### config.mk
export PLATFORM = sky130hd
export DESIGN_NAME = rr_arbiter
export DESIGN_NICKNAME = d
export VERILOG_FILES = /design/src/rtl/rr_arbiter.sv
export SDC_FILE = /design/constraint.sdc
export NUM_CORES = 1
export LEC_CHECK = 0
export CAP_MARGIN = 25
export CORE_MARGIN = 2
export CORE_UTILIZATION = 41
export CTS_CLUSTER_DIAMETER = 100
export DETAILED_ROUTE_END_ITERATION = 7
export PLACE_DENSITY = 0.6
export SETUP_SLACK_MARGIN = 0.05
export SYNTH_ARGS = -nofsm -noshare
export SYNTH_HDL_FRONTEND = slang
export SYNTH_SLANG_ARGS = --single-unit
### constraint.sdc
create_clock -name clk -period 2.6 [get_ports clk]
set_input_delay 0.52 -clock clk [delete_from_list [all_inputs] [get_ports clk]]
set_output_delay 0.52 -clock clk [all_outputs]
set_load 0.01 [all_outputs]
### src/rtl/rr_arbiter.sv
// Round-robin arbiter sharing one resource among N requesters, with a bounded hold under contention.
// Latency: request sampled at edge k shows up as grant after edge k; all outputs registered.
// Backpressure: none; requesters keep request high until granted and for as long as they want ownership.
//
// Ports:
//   clk       single clock, rising edge
//   rst       asynchronous active-low reset
//   request   per-requester request level
//   grant     registered one-hot grant, or all-zero when idle
//   grant_id  index of the current owner, 0 when idle
//   busy      registered |grant
//   preempt   one-cycle pulse with the first grant cycle after a timeout revocation
module rr_arbiter #(
   parameter int N        = 4,
   parameter int MAX_HOLD = 8
) (
   input  logic                 clk,
   input  logic                 rst,
   input  logic [N-1:0]         request,
   output logic [N-1:0]         grant,
   output logic [$clog2(N)-1:0] grant_id,
   output logic                 busy,
   output logic                 preempt
);

   localparam int IW = $clog2(N);
   localparam int HW = $clog2(MAX_HOLD + 1);
   localparam logic [HW-1:0] HOLD_MAX = HW'(MAX_HOLD);

   typedef enum logic {IDLE, GRANTED} state_t;

   state_t        state_q, state_d;
   logic [IW-1:0] owner_q, owner_d;
   logic [IW-1:0] last_q, last_d;
   logic [HW-1:0] hold_q, hold_d;
   logic [N-1:0]  grant_q, grant_d;
   logic [IW-1:0] grant_id_q, grant_id_d;
   logic          busy_q, busy_d;
   logic          preempt_q, preempt_d;

   logic [N-1:0]  others;
   logic [IW:0]   pick_all;
   logic [IW:0]   pick_oth;

   // Returns {found, index}. Scans from + 1, from + 2, ... modulo N; walking the
   // candidates from farthest to nearest lets the nearest hit overwrite the rest.
   function automatic logic [IW:0] rr_pick(input logic [N-1:0] req, input logic [IW-1:0] from);
      logic [IW:0] res;
      logic [IW:0] sum;
      res = '0;
      for (int i = N; i >= 1; i--) begin
         sum = {1'b0, from} + (IW+1)'(i);
         if (sum >= (IW+1)'(N)) sum = sum - (IW+1)'(N);
         if (req[sum[IW-1:0]]) res = {1'b1, sum[IW-1:0]};
      end
      return res;
   endfunction

   always_comb begin
      state_d    = state_q;
      owner_d    = owner_q;
      last_d     = last_q;
      hold_d     = hold_q;
      preempt_d  = 1'b0;
      grant_d    = '0;
      grant_id_d = '0;
      busy_d     = 1'b0;

      // Competitors of the current owner; on a timeout the owner is excluded.
      others   = request & ~(N'(1) << owner_q);
      pick_all = rr_pick(request, last_q);
      pick_oth = rr_pick(others, last_q);

      case (state_q)
         IDLE: begin
            if (pick_all[IW]) begin
               state_d = GRANTED;
               owner_d = pick_all[IW-1:0];
               last_d  = pick_all[IW-1:0];
               hold_d  = HW'(1);
            end
         end
         GRANTED: begin
            if (!request[owner_q]) begin
               // Release: hand off directly, or go idle if nobody else wants it.
               if (pick_oth[IW]) begin
                  owner_d = pick_oth[IW-1:0];
                  last_d  = pick_oth[IW-1:0];
                  hold_d  = HW'(1);
               end else begin
                  state_d = IDLE;
                  hold_d  = '0;
               end
            end else if (hold_q == HOLD_MAX && (|others)) begin
               owner_d   = pick_oth[IW-1:0];
               last_d    = pick_oth[IW-1:0];
               hold_d    = HW'(1);
               preempt_d = 1'b1;
            end else if (hold_q != HOLD_MAX) begin
               // Saturating count: an uncontested owner may hold forever.
               hold_d = hold_q + 1'b1;
            end
         end
         default: state_d = IDLE;
      endcase

      if (state_d == GRANTED) begin
         grant_d    = N'(1) << owner_d;
         grant_id_d = owner_d;
         busy_d     = 1'b1;
      end
   end

   always_ff @(posedge clk or negedge rst) begin
      if (!rst) begin
         state_q    <= IDLE;
         owner_q    <= '0;
         last_q     <= IW'(N - 1);
         hold_q     <= '0;
         grant_q    <= '0;
         grant_id_q <= '0;
         busy_q     <= 1'b0;
         preempt_q  <= 1'b0;
      end else begin
         state_q    <= state_d;
         owner_q    <= owner_d;
         last_q     <= last_d;
         hold_q     <= hold_d;
         grant_q    <= grant_d;
         grant_id_q <= grant_id_d;
         busy_q     <= busy_d;
         preempt_q  <= preempt_d;
      end
   end

   assign grant    = grant_q;
   assign grant_id = grant_id_q;
   assign busy     = busy_q;
   assign preempt  = preempt_q;

endmodule

==> results of run 1 <==
==> cells in the mapped netlist, drive strengths merged, types with 2 or more instances <==
| cell type | number |
|---|---|
| dfrtp | 14 |
| o22ai | 2 |
| xnor2 | 2 |
| nand2 | 11 |
| mux2i | 5 |
| nand3 | 3 |
| a211oi | 3 |
| nor2 | 12 |
| o211ai | 2 |
| ha | 2 |
| o21ai | 6 |
| mux2 | 2 |
| inv | 10 |
| nor2b | 2 |
| and2 | 2 |
| nor3 | 4 |
| a21oi | 18 |
| dfstp | 2 |
| or2 | 5 |
| buf | 6 |
| clkbuf | 2 |
==> cell type report <==
class | count | area [sq um]
Tap cell | 31 | 38.8
Inverter | 10 | 37.5
Sequential cell | 16 | 403
Timing Repair Buffer | 28 | 243
Clock buffer | 4 | 36.3
Fill cell | 270 | 1310
Multi-Input combinational cell | 100 | 687
==> how the worst max path moves through the flow <==
| stage | startpoint | cells past startpoint | slack, ns | to |
|---|---|---|---|---|
| final | request[2] | 6 | 0.23 | grant[0]$_DFF_PN0_ |
| after global routing | request[2] | 6 | 0.11 | grant[0]$_DFF_PN0_ |
| after CTS | request[2] | 6 | 0.24 | grant[0]$_DFF_PN0_ |
| after detailed placement | request[2] | 6 | -0.06 | grant[0]$_DFF_PN0_ |
| after global placement | request[2] | 6 | 0.005 | grant[2]$_DFF_PN0_ |
| after floorplan | request[3] | 6 | 0.52 | last_q[0]$_DFFE_PN1P_ |
==> cell families after synthesis <==
| family | after synthesis | share of synthesized area, % |
|---|---|---|
| compound gates | 42 | 24.2 |
| xor+xnor | 3 | 2.85 |
| fa+ha+maj | 2 | 2.11 |
| buf+inv | 18 | 7.93 |
| flops | 16 | 34.0 |
| mux | 8 | 8.99 |
| simple gates | 45 | 19.9 |
==> state kept, by name (all words and copies together) (netlist names) <==
signal    flops
busy          1
grant         4
grant_id      2
hold_q        4
last_q        2
owner_q       2
preempt       1
==> metal layers <==
| layer | share of wire, % | GRT usage (%) |
|---|---|---|
| met4 | 0.35 | 1.99 |
| met2 | 50 | 31.3 |
| met3 | 2.5 | 4.24 |
| met5 | 0 | 0 |
| met1 | 47 | 23.0 |
==> power breakdown <==
| group | leakage [nW] | total [mW] | switching, mW | internal (mW) |
|---|---|---|---|---|
| Combinational | 0.439 | 0.899 | 0.446 | 0.453 |
| Clock | 0.0210 | 0.168 | 0.0827 | 0.0852 |
| Sequential | 0.195 | 0.488 | 0.125 | 0.363 |
| Total | 0.655 | 1.55 | 0.653 | 0.901 |
==> worst max-delay path, delay by kind of cell <==
| family | cells | cell delay (ns) |
|---|---|---|
| muxes | 1 | 0.60 |
| AOI/OAI and AO/OA | 1 | 0.14 |
| and+or+nand+nor | 3 | 0.83 |
| buffers and inverters | 1 | 0.49 |
==> impl_summary.md, run 1 <==
Worst setup path
The startpoint-to-endpoint class of the critical path is in -> reg. The endpoint of the lowest-slack register-to-register path is grant[0]$_DFF_PN0_. The setup check on the worst reg-to-reg path leaves a slack of roughly 0.39 ns. The stage delay of the slowest cell on the critical path is 0.60 ns. The highest-delay cell along the critical path is sky130_fd_sc_hd__mux4_1.

The critical path goes through clkdlybuf4s50_1 > mux4_1 > nand2_1 > nand3_1 > or4b_4 > a21oi_1. The count of cells along the worst register-to-register path is 6. The highest net fanout along the worst path is 6.

The endpoint kind of the worst setup timing path is a register. In this run the critical register-to-register path is launched from last_q[0]$_DFFE_PN1P_. The kind of start point of the critical path is an input port.

Data arrives at the worst endpoint at between 2 and 3 ns. For the worst setup path, the data required time is 2.82 ns.

Synthesis
A synthesized cell averages 8.83 sq um. The register bit total from synthesis is 16. The number of distinct library cells after synthesis is 45. In the synthesized netlist the dominant register cell turns out to be sky130_fd_sc_hd__dfrtp_1. The sequential-to-total area share from yosys stat is 34.0%. After synthesis, the cell types taking the most area are sky130_fd_sc_hd__dfrtp_1 (30%), sky130_fd_sc_hd__a21oi_1 (7.6%), sky130_fd_sc_hd__dfstp_2 (4.4%), sky130_fd_sc_hd__mux2i_1 (4.2%), sky130_fd_sc_hd__nor2_1 (3.8%).

The share of the synthesized area in the top cell type is between 20 and 30%. In this run, synthesis inferred 0 flip-flops with an integrated enable. Counting every net in the synthesized netlist gives roughly 140. The count of warnings emitted by yosys is 0.

The netlist area before placement is 0.00118 sq mm. The gate count after technology mapping is 134. The share of flip-flops with an asynchronous set or reset is 100%.

The cell accounting for the most synthesized area is sky130_fd_sc_hd__dfrtp_1.

GRT
For this run, the total global-route usage over all layers was measured as 17.8%. The first global-routing pass estimated 4.65 mm of wire. After global routing the overflow that remains totals 0.

The number of global-route vias before repair was about 1100. The initial antenna violation count was 0. Entering global routing, the biggest net connects 18 pins.

Final layout
The finished layout cell area is 0.00145 sq mm. From synthesis to final layout, the design area changed by 22.1%. 0 antenna diodes ended up in the layout.

For this run, the number of standard cells in the final layout without fillers is between 150 and 200. Cells with a size suffix above 1 make up 22.8% of the layout. The top cell types in the final layout, fill and taps aside, are sky130_fd_sc_hd__a21oi_1 (18), sky130_fd_sc_hd__buf_4 (15), sky130_fd_sc_hd__dfrtp_1 (14). The commonest non-fill, non-tap cell in the layout is sky130_fd_sc_hd__a21oi_1. In the final design database the tool counted 167 nets. The core utilization of the finished layout is 52.4%.

Placement
In this run, placement finished with an instance count of 185. The weighted congestion reported at the end of routability-driven placement is 0.778. Summing all placed instances gives a cell area of 0.00141 sq mm. The estimated wirelength of the detail-placed design is between 2 and 2.5 mm. The setup slack at placement is -0.0603 ns. The number of input and output port buffers inserted is 13.

Clock tree
The buffers inserted during post-CTS setup optimization is 0. The CTS clock-pin slew for the worst setup and hold paths is 0.10 ns. The maximum buffer depth of the clock tree is 2. TritonCTS built the clock tree. The clock root buffer is sky130_fd_sc_hd__clkbuf_4.

The clock net in this run drives a total of 16 sinks. After clock tree synthesis, the repair step resized 0 gates. CTS built an H-tree with a depth of 1.

The hold buffer count at CTS is 0. The worst-skew pair later-pin latency is 0.29 ns. The number of buffers added by the clock tree synthesis step is 3.

Floorplanning
From left edge to right edge, the die measures 57.7 um. The number of ports placed on the die boundary is 14. The floorplan die area is 0.00333 sq mm. In this run the vertical extent of the chip is 57.7 um.

The core footprint is 0.00276 sq mm. Once the floorplan was initialized, standard cells occupied 42.9% of the core. After floorplanning, the core was divided into 19 placement rows.

Power
Across the VDD grid, the largest voltage drop is about 0.64 mV. The completed layout was analyzed and its total power is about 1.6 mW. For this design the static power due to leakage is 0.655 nW.

The power density over the cells is roughly 1100 mW/mm^2.

Timing
The final period demand of the worst path is 2.37 ns. The number of pins with negative max-slew slack in the final report is 0. For the pin with the worst max-slew slack, the measured transition is 0.703 ns.

The hold violation count in the final report came to 0. The top achievable clock speed is roughly 0.42 GHz. The final hold slack is 0.573 ns. The clock arrives with 0.00464 ns of skew. The post-layout worst setup margin is 0.234 ns. Adding up every negative setup slack in the final design gives 0 ns. Setup violations remaining at the end of the flow were counted as 0. Measured against its own limit, the worst slew margin works out to 53.0%. Setup repair after global routing left no endpoint under its margin. Dividing the final minimum period by the clock period gives 91.0%.

Outcome
The run finished with clean final reports.

Route
After the first detailed-routing iteration, the DRC count stood at 28. Summing over every cut layer, the via total after detailed routing is 1066. Dividing the detail-routed via count by the number of cells gives 5.64. The number of iterations in the first detailed-routing pass is 4.

Once detail routing completed, the nets flagged for antenna violations numbered 0. Wires add up to 2.58 mm. In the routed design, unresolved DRC markers number 0. After detailed routing, the average wire length per cell comes to roughly 14 um.

Worst hold path
The number of stages on the worst hold path is 2. The worst hold path class is reg -> reg. The path with the worst hold slack has its endpoint at hold_q[3]$_DFFE_PN0P_. In this run the most critical hold path is launched from hold_q[3]$_DFFE_PN0P_.

Run
The tool flagged a number of max-cap violations equal to 0.
(Power assumes the default switching activity.)
==> inputs of run 2 (changes only) <==
- PLACE_DENSITY: 0.6 -> unset
==> results of run 2 <==
Same layout as run 1: the final DEF is identical, and so are final timing and power.
==> inputs of run 3 (changes only) <==
- CORE_UTILIZATION: 41 -> 53
- HOLD_SLACK_MARGIN: unset -> 0.12
- PLACE_DENSITY: unset -> 0.76
- SKIP_LAST_GASP: unset -> 1
==> impl_summary.md, run 3 (synthesis results as in run 1) <==
Worst setup path
Following the worst setup path forward leads to its endpoint at grant[0]$_DFF_PN0_. The worst path buffer plus inverter count is 1 (unchanged). The count of cells along the worst register-to-register path is 6 (unchanged). The worst register-to-register path ends at grant[0]$_DFF_PN0_. The start of the worst register-to-register path is last_q[0]$_DFFE_PN1P_. The cell count along the critical path is 6 (unchanged). The data required time of the worst path was 2.82 ns (about the same). The slowest stage of the critical path is the sky130_fd_sc_hd__mux4_1 cell. Traced cell by cell, the critical path runs through clkdlybuf4s50_1 > mux4_1 > nand2_1 > nand3_1 > or4b_4 > a21oi_1. The kind of start point of the critical path is an input port. The highest net fanout along the worst path is 5 (-1). The stage delay of the slowest cell on the critical path is 0.57 ns (-0.03 ns). The endpoint kind of the worst setup timing path is a register. The data arrival time of the critical path was 2.61 ns (+0.03 ns).

The largest delay contributor family on the critical path is simple AND/OR/NAND/NOR gates. The register-to-register path setup slack is 0.34 ns (-0.05 ns). The first element of the critical path is request[1]. The critical path is of the in -> reg type.

Timing
The hold violation count in the final report is 0 (unchanged). The post-route fraction of the period consumed by the critical path is 92.1% (+1.1 points). The final hold slack is 0.564 ns (-0.00900 ns). Setup repair after global routing left no endpoint under its margin. The setup clock skew after layout is 0.00200 ns (-0.00264 ns). The worst-case headroom to the max-slew limit is 54.8% (+1.8 points). The slew at the pin closest to its max-slew limit is 0.675 ns (-0.0276 ns). The final period demand of the worst path is 2.39 ns (+0.0287 ns). The total negative setup slack is 0 ns (unchanged). The post-layout worst setup margin is 0.205 ns (-0.0287 ns). The number of pins with negative max-slew slack in the final report was 0 (unchanged).

The top achievable clock speed is 0.418 GHz (-1.2%). The count of final setup violators is 0 (unchanged).

Final layout
The number of fill cells is 189 (-30%). The top cell types in the final layout, fill and taps aside, are sky130_fd_sc_hd__a21oi_1 (18), sky130_fd_sc_hd__dfrtp_1 (14), sky130_fd_sc_hd__clkdlybuf4s50_1 (13), sky130_fd_sc_hd__buf_4 (13), sky130_fd_sc_hd__nor2_1 (12). The count of nets after finishing is 165 (-1.2%). Relative to the synthesized area, the layout overhead comes to 19.7%. The number of antenna diodes came to 0 (unchanged). The finished layout cell area is 0.00142 sq mm (-2.0%).

The core utilization of the finished layout is 65.3% (+13 points). The library cell used most frequently in the layout, excluding fill and tap cells, is sky130_fd_sc_hd__a21oi_1. The sequential cell area in the final layout was 403 sq um (unchanged).

The proportion of layout cells with a drive suffix above 1 was 21.2% (-1.6 points). The final cell count without fillers came to 184 (-2.6%). The multi-input combinational cell area is 687 sq um (unchanged).

Route
The DRC violation total after the first TritonRoute iteration is 6 (-79%). The number of iterations in the first detailed-routing pass is 4 (unchanged). The average wire length per cell after detail routing is 14.7 um (+7.7%). The mean number of vias per cell is 5.71 (+1.3%).

The via total after detailed routing is 1051 (-1.4%). The post-route antenna net violation count is 0 (unchanged). The total wire length came to 2.71 mm (+4.9%). The number of design rule violations left after detail routing is 0 (unchanged).

Floorplanning
The core footprint is 0.00217 sq mm (-21%). The row count is 17 (-2). The initial core utilization was 54.6% (+12 points). The number of ports placed on the die boundary came to 14 (unchanged). The floorplan die width is 51.3 um (-11%). The floorplan die area is 0.00263 sq mm (-21%). The die span in y was 51.3 um (-11%).

Clock tree
The number of gates given a new drive strength after cts is 0 (unchanged). The hold buffer count at CTS was 0 (unchanged). The buffers inserted during post-CTS setup optimization was 0 (unchanged). The maximum buffer depth of the clock tree is 2 (unchanged). The number of buffers added by the clock tree synthesis step is 3 (unchanged). The worst-skew pair later-pin latency is 0.29 ns (about the same). The clock root buffer is sky130_fd_sc_hd__clkbuf_4.

TritonCTS built the clock tree. The number of H-tree levels is 1 (unchanged). The clock sink total came to 16 (unchanged). The CTS clock-pin slew for the worst setup and hold paths is 0.09 ns (about the same).

Run
The max-capacitance violation count came to 0 (unchanged).

Placement
The standard cell area after detailed placement was 0.00139 sq mm (-1.3%). The number of placed instances, taps included is 180 (-2.7%). The setup slack at placement is -0.0800 ns (-0.0197 ns). The estimated wirelength of the detail-placed design is 2.04 mm (-0.62%). The number of input and output port buffers inserted came to 13 (unchanged).

The weighted congestion reported at the end of routability-driven placement came to 0.791 (+1.7%).

GRT
The initial antenna violation count is 0 (unchanged). The largest net degree at the start of global routing is 18 (unchanged). The residual overflow from global routing is 0 (unchanged). The first-pass GRT wire length was 4.85 mm (+4.3%).

The aggregate global-route resource usage is 24.4% (+6.6 points). The number of global-route vias before repair is 1099 (+4.3%).

Power
The cell leakage power is 0.640 nW (-2.4%). The maximum VDD drop was 0.782 mV (+23%). The total power after layout was 1.56 mW (+0.44%). The power density over the cells is 1100 mW/mm^2 (+2.5%).

Outcome
The flow ran to the end, and the final reports show no timing, DRC or antenna violations.

Worst hold path
The tightest min-delay check is of the reg -> reg type.
## run 3: area by class of cell
cell class / instances / area share, %
multi-input combinational: 100 / 48.5
inverter: 10 / 2.65
clock buffer: 4 / 1.86
sequential: 16 / 28.4
timing repair buffer: 26 / 16.1
tap: 28 / 2.47
## run 3: worst reg2reg max path, stage by stage, from the launching register on
cell                      delay, ns
sky130_fd_sc_hd__dfstp_2       0.70
sky130_fd_sc_hd__xor2_2        0.27
sky130_fd_sc_hd__a22oi_2       0.14
sky130_fd_sc_hd__o21ai_0       0.20
sky130_fd_sc_hd__a21oi_1       0.16
sky130_fd_sc_hd__or4b_4        0.55
sky130_fd_sc_hd__a21oi_1       0.17
## run 3: worst min-delay path by stage
stage	cells past startpoint	to	slack, ns	from
after global routing	2	hold_q[2]$_DFFE_PN0P_	0.62	hold_q[2]$_DFFE_PN0P_
after detailed placement	2	hold_q[3]$_DFFE_PN0P_	0.54	hold_q[3]$_DFFE_PN0P_
after floorplan	0	busy$_DFF_PN0_	0.22	rst
after CTS	2	hold_q[3]$_DFFE_PN0P_	0.57	hold_q[3]$_DFFE_PN0P_
final	2	hold_q[3]$_DFFE_PN0P_	0.56	hold_q[3]$_DFFE_PN0P_
after global placement	2	hold_q[3]$_DFFE_PN0P_	0.54	hold_q[3]$_DFFE_PN0P_
## run 3: power breakdown
group	switching [mW]	internal [mW]	leakage (nW)
logic	0.462	0.466	0.430
clock network	0.0808	0.0598	0.0150
registers	0.130	0.363	0.195
total	0.673	0.889	0.640
## run 3: routing by layer
layer	up-vias	GRT usage, %	wire length (um)
li1	519	-	-
met1	512	29.7	1200
met2	15	43.9	1390
met3	5	2.34	71
met4	0	10.1	44
met5	-	0	0
